## src/rtl/instr_fetch.sv

```systemverilog
// Instruction fetch unit: requests a word, latches it, then issues it either as one
// long instruction or as two 16-bit shorts (upper slot first), with stall and redirect.
module instr_fetch #(
  parameter int unsigned WIDTH      = 32,
  parameter int unsigned ADDR_WIDTH = 16
) (
  input  logic                  clk,
  input  logic                  rst_n,
  input  logic                  en,
  input  logic                  jump_en,
  input  logic [ADDR_WIDTH-1:0] jump_addr,
  input  logic                  jump_half,
  output logic [ADDR_WIDTH-1:0] mem_addr,
  input  logic [WIDTH-1:0]      mem_rdata,
  output logic [WIDTH-1:0]      long_instr,
  output logic                  instr_choose,
  output logic                  instr_valid,
  output logic [ADDR_WIDTH-1:0] cur_pc
);

  typedef enum logic [1:0] {S_REQ, S_LATCH, S_HI, S_LO} state_t;

  state_t                state, state_nxt;
  logic [ADDR_WIDTH-1:0] pc, pc_nxt, cur_pc_nxt;
  logic [WIDTH-1:0]      long_nxt;
  logic                  half, half_nxt;

  assign mem_addr     = pc;
  assign instr_valid  = (state == S_HI) || (state == S_LO);
  assign instr_choose = (state == S_LO);

  always_ff @(posedge clk) begin
    if (!rst_n) begin
      state      <= S_REQ;
      pc         <= '0;
      cur_pc     <= '0;
      long_instr <= '0;
      half       <= 1'b0;
    end else begin
      state      <= state_nxt;
      pc         <= pc_nxt;
      cur_pc     <= cur_pc_nxt;
      long_instr <= long_nxt;
      half       <= half_nxt;
    end
  end

  always_comb begin
    state_nxt  = state;
    pc_nxt     = pc;
    cur_pc_nxt = cur_pc;
    long_nxt   = long_instr;
    half_nxt   = half;
    // A redirect wins in every state; a word arriving in S_LATCH is dropped.
    if (jump_en) begin
      pc_nxt    = jump_addr;
      half_nxt  = jump_half;
      state_nxt = S_REQ;
    end else begin
      unique case (state)
        S_REQ:   state_nxt = S_LATCH;
        S_LATCH: begin
          long_nxt   = mem_rdata;
          cur_pc_nxt = pc;
          pc_nxt     = pc + ADDR_WIDTH'(1);
          half_nxt   = 1'b0;
          // A half-slot target only applies when the word really holds two shorts.
          state_nxt  = (half && !mem_rdata[WIDTH-1]) ? S_LO : S_HI;
        end
        S_HI: begin
          if (en) state_nxt = long_instr[WIDTH-1] ? S_REQ : S_LO;
        end
        S_LO: begin
          if (en) state_nxt = S_REQ;
        end
        default: state_nxt = S_REQ;
      endcase
    end
  end

endmodule

```

## config.mk

```make
export PLATFORM = sky130hd
export DESIGN_NAME = instr_fetch
export DESIGN_NICKNAME = d
export VERILOG_FILES = /design/src/rtl/instr_fetch.sv
export SDC_FILE = /design/constraint.sdc
export NUM_CORES = 1
export LEC_CHECK = 0
export CORE_UTILIZATION = 43
export DETAILED_ROUTE_END_ITERATION = 10
export PLACE_DENSITY = 0.81
export SYNTH_ARGS = -nofsm -noshare
export SYNTH_HDL_FRONTEND = slang
export SYNTH_SLANG_ARGS = --single-unit
```

## constraint.sdc

```tcl
create_clock -name clk -period 1.6 [get_ports clk]
set_input_delay 0.32 -clock clk [delete_from_list [all_inputs] [get_ports clk]]
set_output_delay 0.32 -clock clk [all_outputs]
set_load 0.02 [all_outputs]
```

==> results.py <==
metrics = {
    "cts": {
        "cts_root_buf": "clkbuf_8",
        "cts_buffers": 9,
        "cts_htree_levels": 3,
        "cts_setup_buffers": 0,
        "path_clk_slew_ps": 70,
        "clock-sinks": 67,
        "clock_path_buffers": 2,
        "clock_latency_ps": 330,
        "cts_tree": "built",
    },
    "route": {
        "dr_total_vias": 2806,
        "drt_wl_total_um": 7660,
        "viasPerCell": 5.13,
        "wl_per_cell_um": 14.0,
        "firstDrtPassIters": 4,
        "ant_nets": 0,
        "drt_iter0_markers": 124,
        "highest_layer": "met4",
        "wl_met1_um": 3100,
        "wl_met3_um": 715,
        "wl_met2_um": 3740,
        "post-route-drc-count": 0,
    },
    "worst_setup_path": {
        "cpMaxStageDelayCell": "or4_1",
        "crit_fanout": 5,
        "crit_path_max_incr_delay_ps": 420,
        "cp.arrival_ps": 1730,
        "crit_buf_inv": 0,
        "critPathRequiredTime_ps": 1820,
        "start_kind": "register",
        "path_class": "reg -> reg",
        "cp_top_family": "simple AND/OR/NAND/NOR gates",
        "end_kind": "register",
        "crit_chain": "ha_1 > nand2_1 > or4_1 > xor2_1 > a21oi_2",
    },
    "yosys": {
        "syn_nets": 386,
        "netlist_area_um2": 2850,
        "synthTopCellsByArea": "dfxtp_1 47%, nand2_1 14%, a21boi_0 12%",
        "ys_seq_area_share_pct": 47.1,
        "synthDistinctLibCells": 41,
        "netlist.area_leader.share_pct": 47.1,
        "synth_warnings": 0,
        "synthCells": 332,
        "synth-seq-cells": 67,
        "synth_top_cell_by_area": "dfxtp_1",
        "avgSynthCellArea_um2": 8.57,
    },
    "grt": {
        "antenna_found_initial": 0,
        "gr-total-overflow": 0,
        "grt_use_total_pct": 22.9,
        "grt_start_max_net_pins": 36,
        "grt_pass1_wl_um": 12800,
        "grt_pass1_vias": 2829,
    },
    "worst_hold_path": {
        "hold_path_class": "in -> reg",
    },
    "timing": {
        "min_period_over_period_pct": 94.0,
        "final_max_slew_viol_count": 0,
        "max_freq_mhz": 665,
        "fin_skew_ps": 7.18,
        "fin_crit_ps": 1500,
        "max-slew-margin-rel_pct": 70.6,
        "hold_viol_final": 0,
        "postLayoutSetupSlackWorst_ps": 95.8,
        "setup_violations": 0,
        "worst_pin_slew_ps": 437,
    },
    "layout": {
        "regArea_um2": 1350,
        "antenna_cells": 0,
        "drive_gt1_share_pct": 12.8,
        "fillers": 539,
        "syn_to_final_growth_pct": 53.9,
        "final_common_cell": "nand2_1",
        "layout.nets": 520,
        "fin_util_pct": 68.6,
        "multi_input_area_um2": 1360,
        "final_cell_mix": "107 x nand2_1, 58 x dfxtp_1, 54 x dlygate4sd2_1",
    },
    "floorplan": {
        "num_io_pins": 119,
        "initial_core_util_pct": 44.6,
        "core-area_um2": 6390,
        "rows": 29,
        "die_area_um2": 6950,
        "die_x_um": 83.4,
        "chipHeight_um": 83.4,
    },
    "power": {
        "pwr_density_cell_nw_per_um2": 834,
        "vdd_drop_max_mv": 0.583,
        "p_leak_nw": 2.02,
    },
    "placement": {
        "place_ws_ps": -39.6,
        "routabilityCongestion": 0.787,
        "numPortBuffers": 118,
        "dp_hpwl_um": 5560,
    },
    "status": {
        "status": "completed",
    },
    "run": {
        "maxCapViolCount": 0,
    },
}
where the power goes:
| part | internal, W | switching [W] | total, W |
|---|---|---|---|
| combinational | 0.000303 | 0.000271 | 0.000575 |
| sequential | 0.00174 | 0.0000584 | 0.00180 |
| clock | 0.000677 | 0.000607 | 0.00128 |
| total | 0.00272 | 0.000937 | 0.00366 |
state kept, by name, summed over array words and instances, names as in the netlist:
signal,cells
long_instr,32
cur_pc,16
mem_addr,16
state,2
half,1
area by class of cell:
class	count	area share, %
clock inverter	2	0.228
clock buffer	13	3.85
timing repair buffer	146	31.7
inverter	1	0.0857
multi-input combinational	241	31.1
tap	77	2.20
sequential	67	30.9
layer usage:
metal / vias to the layer above / global-route usage [%]
met3: 11 / 8.95
met2: 113 / 39.3
met5: - / 0
met1: 1295 / 24.9
met4: 0 / 10.0
li1: 1387 / -
synth_stat cells:
library cell	number
ha_1	1
and4b_1	1
nand2_1	107
a21o_1	1
o211a_1	2
nor2_2	1
mux2i_1	2
and4_1	1
xor2_1	9
nor4b_1	1
and2_1	3
and3b_1	1
a21boi_0	45
o31ai_1	1
xnor2_1	3
or4_1	3
a21oi_1	11
bufbuf_8	1
nor2b_1	1
nand4_1	3
nand2b_1	3
o21ai_0	17
a31oi_1	1
nor3_1	2
nand4_2	2
a21oi_2	1
inv_1	1
a21boi_1	3
clkbuf_1	10
o2111a_1	1
nand3b_1	2
nor4_1	2
buf_4	5
nand3_1	5
and3_1	1
a211oi_1	1
clkbuf_8	3
nor2_1	2
buf_2	4
nand4b_1	1
dfxtp_1	67
stage by stage:
stage | area [um2] | total power (W) | setup TNS, ps | cells | hold slack, ps
floorplan | 2850 | 0.00210 | 0 | 332 | 458
global placement | 4230 | 0.00244 | 0 | 532 | 445
detailed placement | 4230 | 0.00245 | -82.4 | 532 | 454
CTS | 4340 | 0.00369 | 0 | 547 | 371
global route | 4380 | 0.00382 | -0.781 | 547 | 393
finish | 4380 | 0.00366 | 0 | 547 | 380
timing repair:
item                       in CTS  in global routing
gates resized for setup        57                 21
setup endpoints to repair      56                 25
hold buffers                    0                  0
path summary, 6_finish.rpt:
| check | startpoint | endpoint | slack (ps) | depth (start not counted) |
|---|---|---|---|---|
| max reg2reg | mem_addr[0] | mem_addr[12] | 100 | 5 |
| min reg2reg | cur_pc[1] | cur_pc[1] | 460 | 2 |
| max | mem_addr[0] | mem_addr[12] | 100 | 5 |
| min | rst_n | long_instr[8] | 380 | 2 |
cell families (layout without fill, tap and decap cells):
kind of cell / after synthesis / in the layout / share of synthesized area, %
XOR/XNOR: 12 / 12 / 3.69
AO/OA/AOI/OAI: 84 / 84 / 20.0
adder cells (fa/ha/maj): 1 / 1 / 0.439
AND/OR/NAND/NOR: 142 / 142 / 22.5
buffers and inverters: 24 / 162 / 5.58
flip-flops: 67 / 67 / 47.1
multiplexers: 2 / 2 / 0.703
worst register-to-register path, stage by stage, from the launching register on:
cell	delay [ps]
dfxtp_1	350
ha_1	260
nand2_1	100
or4_1	420
xor2_1	190
a21oi_2	80
Power figures use the tool's default switching activity.
